File: config.mk
export PLATFORM = sky130hd
export DESIGN_NAME = usb_tx_line_encoder
export DESIGN_NICKNAME = d
export VERILOG_FILES = /design/src/rtl/usb_tx_pkg.sv /design/src/rtl/usb_bit_timer.sv /design/src/rtl/usb_tx_line_encoder.sv
export SDC_FILE = /design/constraint.sdc
export NUM_CORES = 1
export LEC_CHECK = 0
export ABC_AREA = 1
export ABC_CLOCK_PERIOD_IN_PS = 2000
export CAP_MARGIN = 20
export CORE_MARGIN = 4
export CORE_UTILIZATION = 55
export CTS_BUF_LIST = sky130_fd_sc_hd__clkbuf_16
export DETAILED_ROUTE_END_ITERATION = 16
export PLACE_DENSITY = 0.79
export SYNTH_ARGS = -nofsm -noshare
export SYNTH_HDL_FRONTEND = slang
export SYNTH_HIERARCHICAL = 1
export SYNTH_SLANG_ARGS = --single-unit
File: constraint.sdc
create_clock -name clk -period 2 [get_ports clk]
set_input_delay 0.4 -clock clk [delete_from_list [all_inputs] [get_ports clk]]
set_output_delay 0.4 -clock clk [all_outputs]
set_load 0.05 [all_outputs]
File: src/rtl/usb_tx_pkg.sv
// -----------------------------------------------------------------------------
// usb_tx_pkg
// Shared definitions for the USB transmit line encoder:
//   - default bit timing and bit-stuffing limit
//   - bus line-state encodings {d_plus, d_minus}
//   - transmit FSM state enum
//   - NRZI level-to-line helper
// -----------------------------------------------------------------------------
package usb_tx_pkg;

  localparam int CLKS_PER_BIT_DEFAULT = 8;
  localparam int STUFF_LIMIT_DEFAULT  = 6;

  // Line state as driven on {d_plus, d_minus}.
  typedef logic [1:0] line_t;

  localparam line_t LINE_J   = 2'b10;
  localparam line_t LINE_K   = 2'b01;
  localparam line_t LINE_SE0 = 2'b00;

  typedef enum logic [2:0] {
    TX_IDLE  = 3'd0,
    TX_DATA  = 3'd1,
    TX_STUFF = 3'd2,
    TX_SE0   = 3'd3,
    TX_J     = 3'd4
  } tx_state_e;

  // The NRZI level register holds 1 for J and 0 for K.
  function automatic line_t nrzi_line(input logic level);
    return level ? LINE_J : LINE_K;
  endfunction

endpackage

File: src/rtl/usb_bit_timer.sv
// -----------------------------------------------------------------------------
// usb_bit_timer
// Wrap counter 0..CLKS_PER_BIT-1 that paces one USB bit period.
// Ports:
//   clk, n_rst  : clock, asynchronous active-low reset
//   i_clear     : synchronous clear to 0 (has priority over i_enable)
//   i_enable    : count enable
//   o_start     : counter is 0 (first clock of a bit period)
//   o_tc        : terminal count while enabled (last clock of a bit period)
// -----------------------------------------------------------------------------
module usb_bit_timer #(
  parameter int CLKS_PER_BIT = 8
) (
  input  logic clk,
  input  logic n_rst,
  input  logic i_clear,
  input  logic i_enable,
  output logic o_start,
  output logic o_tc
);

  localparam int             CW   = (CLKS_PER_BIT > 1) ? $clog2(CLKS_PER_BIT) : 1;
  localparam logic [CW-1:0]  LAST = CW'(CLKS_PER_BIT - 1);

  logic [CW-1:0] r_count;

  // NOTE: clocked state is always written with non-blocking assignments so
  // every register samples its inputs from before the edge.
  always_ff @(posedge clk or negedge n_rst) begin
    if (!n_rst) begin
      r_count <= '0;
    end else if (i_clear) begin
      r_count <= '0;
    end else if (i_enable) begin
      r_count <= (r_count == LAST) ? '0 : r_count + CW'(1);
    end
  end

  assign o_start = (r_count == '0);
  assign o_tc    = i_enable && (r_count == LAST);

endmodule

File: src/rtl/usb_tx_line_encoder.sv
// -----------------------------------------------------------------------------
// usb_tx_line_encoder
// Serializes bytes from the transmit control unit onto the USB pair with
// LSB-first shifting, bit stuffing and NRZI encoding, and generates EOP.
// Ports:
//   clk, n_rst     : clock, asynchronous active-low reset
//   sending        : control unit owns the bus; low aborts to idle
//   data[7:0]      : next byte, latched only at a reload
//   load_enable_g  : forced load of data, starts (or restarts) a packet
//   eop            : drive SE0 for the bit period starting now
//   eop_special    : drive J for the bit period starting now
//   shift_enable   : last clock of every bit period
//   load_enable    : byte finished (after any trailing stuff bit), data latched
//   crc_bit        : unstuffed data bit currently being sent
//   crc_shift      : strobe for crc_bit, data bits only
//   d_plus/d_minus : registered bus pair
// -----------------------------------------------------------------------------
module usb_tx_line_encoder
  import usb_tx_pkg::*;
#(
  parameter int CLKS_PER_BIT = CLKS_PER_BIT_DEFAULT,
  parameter int STUFF_LIMIT  = STUFF_LIMIT_DEFAULT
) (
  input  logic       clk,
  input  logic       n_rst,
  input  logic       sending,
  input  logic [7:0] data,
  input  logic       load_enable_g,
  input  logic       eop,
  input  logic       eop_special,
  output logic       shift_enable,
  output logic       load_enable,
  output logic       crc_bit,
  output logic       crc_shift,
  output logic       d_plus,
  output logic       d_minus
);

  localparam int            OW        = $clog2(STUFF_LIMIT + 1);
  localparam logic [OW-1:0] STUFF_MAX = OW'(STUFF_LIMIT);

  tx_state_e     r_state;
  logic [7:0]    r_shreg;
  logic [2:0]    r_bit_cnt;
  logic [OW-1:0] r_ones;
  logic          r_level;    // NRZI level, 1 = J
  logic          r_pending;  // byte ended on a stuffed bit, reload deferred
  line_t         r_line;

  logic          w_start;
  logic          w_tc;
  logic          w_active;
  logic          w_clear;
  logic          w_shift;
  logic          w_bit;
  logic [OW-1:0] w_ones_next;
  logic          w_stuff_now;
  logic          w_last_bit;

  assign w_active = (r_state != TX_IDLE);
  // Timer restarts on idle, abort, and any forced load so the first bit
  // boundary always follows a load by exactly one clock.
  assign w_clear  = !w_active || !sending || load_enable_g;

  usb_bit_timer #(
    .CLKS_PER_BIT (CLKS_PER_BIT)
  ) u_bit_timer (
    .clk      (clk),
    .n_rst    (n_rst),
    .i_clear  (w_clear),
    .i_enable (w_active),
    .o_start  (w_start),
    .o_tc     (w_tc)
  );

  // No strobes in a cycle that aborts or restarts the packet.
  assign w_shift     = w_tc && sending && !load_enable_g;
  assign w_bit       = r_shreg[0];
  assign w_ones_next = w_bit ? r_ones + OW'(1) : '0;
  assign w_stuff_now = (w_ones_next == STUFF_MAX);
  assign w_last_bit  = (r_bit_cnt == 3'd7);

  assign shift_enable = w_shift;
  assign crc_shift    = w_shift && (r_state == TX_DATA);
  assign crc_bit      = r_shreg[0];
  assign load_enable  = w_shift &&
                        (((r_state == TX_DATA)  && !w_stuff_now && w_last_bit) ||
                         ((r_state == TX_STUFF) && r_pending));

  assign d_plus  = r_line[1];
  assign d_minus = r_line[0];

  always_ff @(posedge clk or negedge n_rst) begin
    if (!n_rst) begin
      r_state   <= TX_IDLE;
      r_shreg   <= '0;
      r_bit_cnt <= '0;
      r_ones    <= '0;
      r_level   <= 1'b1;
      r_pending <= 1'b0;
      r_line    <= LINE_J;
    end else if (!sending && w_active) begin
      // Abort: back to idle J with all counters cleared.
      r_state   <= TX_IDLE;
      r_bit_cnt <= '0;
      r_ones    <= '0;
      r_level   <= 1'b1;
      r_pending <= 1'b0;
      r_line    <= LINE_J;
    end else if (load_enable_g) begin
      r_state   <= TX_DATA;
      r_shreg   <= data;
      r_bit_cnt <= '0;
      r_ones    <= '0;
      r_level   <= 1'b1;
      r_pending <= 1'b0;
      r_line    <= LINE_J;
    end else if (!w_active) begin
      r_bit_cnt <= '0;
      r_ones    <= '0;
      r_line    <= LINE_J;
    end else if (w_start) begin
      // Bit boundary: choose the symbol for the whole period.
      if (eop) begin
        r_state <= TX_SE0;
        r_line  <= LINE_SE0;
      end else if (eop_special) begin
        r_state <= TX_J;
        r_level <= 1'b1;
        r_line  <= LINE_J;
      end else begin
        case (r_state)
          TX_DATA: begin
            // NRZI: a 0 toggles the level, a 1 holds it.
            if (!w_bit) r_level <= ~r_level;
            r_line <= nrzi_line(w_bit ? r_level : ~r_level);
          end
          TX_STUFF: begin
            r_level <= ~r_level;
            r_line  <= nrzi_line(~r_level);
          end
          TX_SE0: begin
            // SE0 released without eop_special: finish the EOP on J anyway.
            r_state <= TX_J;
            r_level <= 1'b1;
            r_line  <= LINE_J;
          end
          default: begin
            r_line <= LINE_J;
          end
        endcase
      end
    end else if (w_shift) begin
      case (r_state)
        TX_DATA: begin
          r_ones <= w_ones_next;
          if (w_stuff_now) begin
            r_state   <= TX_STUFF;
            r_shreg   <= {1'b0, r_shreg[7:1]};
            // A stuff after the 8th bit postpones the byte end by one period.
            r_pending <= w_last_bit;
            if (!w_last_bit) r_bit_cnt <= r_bit_cnt + 3'd1;
          end else if (w_last_bit) begin
            r_shreg   <= data;
            r_bit_cnt <= '0;
          end else begin
            r_shreg   <= {1'b0, r_shreg[7:1]};
            r_bit_cnt <= r_bit_cnt + 3'd1;
          end
        end
        TX_STUFF: begin
          r_state <= TX_DATA;
          r_ones  <= '0;
          if (r_pending) begin
            r_shreg   <= data;
            r_bit_cnt <= '0;
            r_pending <= 1'b0;
          end
        end
        default: begin
          // SE0 and J periods carry no data.
        end
      endcase
    end
  end

endmodule

==> results.md <==
* Die W at 64.1 um
* # port buffers at 19
* Standard-cell rows at 20
* Core footprint at 0.00303 mm^2
* Final antenna-violating net count at 0
* CP Launch Type: flop
* Maximum VDD drop at 0.000721 V
* Total design power at 2.41 mW
* Clk pwr share at a little under a fifth
* Mapped Area at roughly 0.0017 mm^2
* Routed wire per std cell at 12.0 um
* Multi-input gate area at 0.00101 mm^2
* Post-synthesis simple-gate area fraction at a little under half
* Largest net degree at the start of global routing at 25
* Worst Max-Slew Pin Slew at just under 0.5 ns
* Crit path kind: reg2out
* Clock latency on the worst-skew pair at ~0.26 ns
* Synth Area in XOR/XNOR at less than 1%
* Routed via count at between 1.5k and 2k
* Power per cell area at ~1100 mW/mm^2
* Root buffer cell: clkbuf_16
* Placed cells at 312
* Run status: finished, violations left
* Seq pwr share at just over 30%
* Sequential cell area at between 600 and 700 um^2
* CTS sink count at 24
* Comb power frac at around half
* Layout Skew at 0.00329 ns
* Main combinational cell family by area after synthesis: simple AND/OR/NAND/NOR gates
* Synth Area in Compound Gates at approximately 5.4%
* Fillers at approximately 250
* Tcrit/Tclk final at 104%
* Critical Path RT at approximately 1.6 ns
* Synth Instances at 240
* Fin cells at 321
* Fin crit period at 2.07 ns
* CTS Buffer Depth at 2
* Fmax at 482 MHz
* CP top delay family: simple AND/OR/NAND/NOR gates
* Crit Path Max Fanout at 2
* Slew Limit Fails at 0
* P_sw at about 1.1 mW
* Buf+Inv Stages, Crit Path at 1
* Slowest stage cell, crit path: dfrtp_1
* Initial drt markers at 98
* Vias/cell at ~5.0
* Layout cells sized above 1 at around a quarter
* Final WS setup at -0.0730 ns
* Crit path capture type: output pin
* RSZ-0062 raised after global routing: yes
* Initial Utilization at 57.1%
* Total CTS buffers at 3
* Crit path cell chain: ha_1 > nand2_1 > nor2_1 > nand3_1 > nand2_1 > o21ai_1 > and2_4 > buf_12
* P&R area growth vs syn at 28.3%
* Initial antenna violation count at 0
* Htree depth at 1
* Adder-cell share of the synthesized area at 4.34%
* Distinct cells, synth at 29
* Total routed wirelength at between 3 and 4 mm
* Delay of the slowest cell on the worst path at ~0.39 ns
* Design Area, Final at ~0.0022 mm^2
* Switching Fraction at around 44%
* Failing checks: negative setup slack
* First drt pass iteration count at 4
* Setup violations, final at 2
* Seq/Total Area, Yosys at about a third
* Yosys warning count at 6
* Pint at 1.34 mW
* Syn avg cell area at 7.21 um^2
* Final Hold Fails at 0
* Post-synthesis mux area share at 0%
* Final nets at 298
* CTS Hold Bufs at 0
* Vias in the first global route at about 1.6k
* Drt drc at 0
* Most used cell along the critical path: nand2_1
* Antenna diode instance count at 0
* Full die area at a little over 0.004 mm^2
* Number of max-cap violations at 0
* Setup slack at placement at around 0.08 ns
* HPWL after DPL at approximately 2.8 mm
* Slew HR at 67.0%
* GPL Wtd Cong at 0.819
* Io pins at 20
* Flops & latches, synth at 24
* First-pass GRT wire length at ~6.7 mm
* GRT Resource Usage Total at between 20% and 30%
* Grt total ovfl at 0
* Clock-pin slew on the worst setup and hold paths at approximately 0.060 ns
* CTS tree: done
* Pleak at roughly 1.2 nW
* Synthesized Nets at 260
* Crit path arrival time at 1.67 ns
* Type of the worst min-delay path: reg2reg
* Die H at 64.1 um
* Post-Place Cell Area at 0.00208 mm^2
## cell usage after synthesis (all sizes together)
cell type,number,area [um^2]
a21oi,4,20.0
o21ai,11,58.8
nand2,82,363
xnor2,1,8.76
nand4,2,12.5
o211ai,1,7.51
dfstp,2,52.6
ha,6,75.1
nor2,31,183
dfrtp,22,551
inv,38,148
nor3,1,5.00
and3,1,6.26
and2,1,6.26
nand3b,7,52.6
nand3,28,170
buf,1,5.00
o22ai,1,6.26
## final cells by class
class	instances	share of cell area, %
Timing Repair Buffer	34	14.8
Clock inverter	1	0.169
Clock buffer	3	3.38
Tap cell	44	2.48
Multi-Input combinational cell	177	45.3
Sequential cell	24	27.3
Inverter	38	6.65
## tightest hold or removal path: stages, from the launching register on
cell and delay, ns:
dfrtp_1 0.33, nand2_1 0.05, nand2_1 0.06
## routing by layer
metal	part of all wire, %	track usage [%]	vias up
met5	0	0	-
met4	1.3	5.54	0
met3	2.4	2.64	5
met2	52	36.0	22
met1	45	25.4	764
li1	-	-	827
## power by group through the flow
| stage | Combinational [mW] | Clock [mW] | Sequential [mW] |
|---|---|---|---|
| floorplan | 0.842 | 0 | 0.780 |
| global placement | 1.19 | 0 | 0.728 |
| detailed placement | 1.22 | 0 | 0.733 |
| CTS | 1.23 | 0.451 | 0.727 |
| global route | 1.39 | 0.472 | 0.747 |
| finish | 1.24 | 0.441 | 0.728 |
## logic make-up (layout without fill, tap and decap cells)
kind of cell	Yosys count	in the layout
compound gates	17	17
xor+xnor	1	1
simple gates	153	153
fa+ha+maj	6	6
flops	24	24
buf+inv	39	76
## layout by cell type (no fill, tap or decap), types with 2 or more instances in the layout
| cell type | count |
|---|---|
| nand2_1 | 67 |
| inv_1 | 29 |
| nand3_1 | 25 |
| nor2_1 | 23 |
| dfrtp_1 | 20 |
| buf_4 | 17 |
| clkdlybuf4s50_1 | 14 |
| nand2_2 | 10 |
| inv_2 | 7 |
| nand3b_1 | 7 |
| nand2_4 | 5 |
| o21ai_1 | 5 |
| o21ai_0 | 5 |
| a21oi_1 | 4 |
| ha_1 | 4 |
| nor2_2 | 3 |
| nor2_8 | 3 |
| clkbuf_16 | 3 |
| buf_12 | 3 |
| nor2_4 | 2 |
| inv_4 | 2 |
| nand3_4 | 2 |
| nand4_1 | 2 |
| dfstp_2 | 2 |
| dfrtp_2 | 2 |
| ha_2 | 2 |
## sequential cells by signal, summed over array words and instances, names as in the netlist
name,count
r_bit_cnt,3
r_level,1
r_line,2
r_ones,3
r_pending,1
r_shreg,8
r_state,3
u_bit_timer/r_count,3
## per-stage QoR
step	hold WS (ns)	setup TNS, ns	util [%]
floorplan	0.104	-0.250	-
global placement	0.456	0	68.6
detailed placement	0.463	0	68.6
CTS	0.479	-0.0574	72.0
global route	0.522	-0.286	73.3
finish	0.475	-0.0750	73.3
## path summary, 6_finish.rpt
path,startpoint,endpoint,slack [ns],cells past startpoint
setup / recovery,r_ones[1],load_enable,-0.07,8
hold / removal,r_shreg[4],r_shreg[4],0.48,2
setup reg to reg,u_bit_timer/r_count[1],r_bit_cnt[0],0.14,13
hold reg to reg,r_shreg[4],r_shreg[4],0.48,2
max in group asynchronous,n_rst,r_line[1],1.21,2
min in group asynchronous,n_rst,r_state[0],0.50,2
## repair_timing
action / CTS / global route
pin swaps: 1 / 9
setup buffers: 2 / 3
endpoints found under the setup margin: 3 / 3
gates resized for setup: 5 / 6
cloned: 0 / 0
No activity file was read; power rests on OpenSTA's default activity.
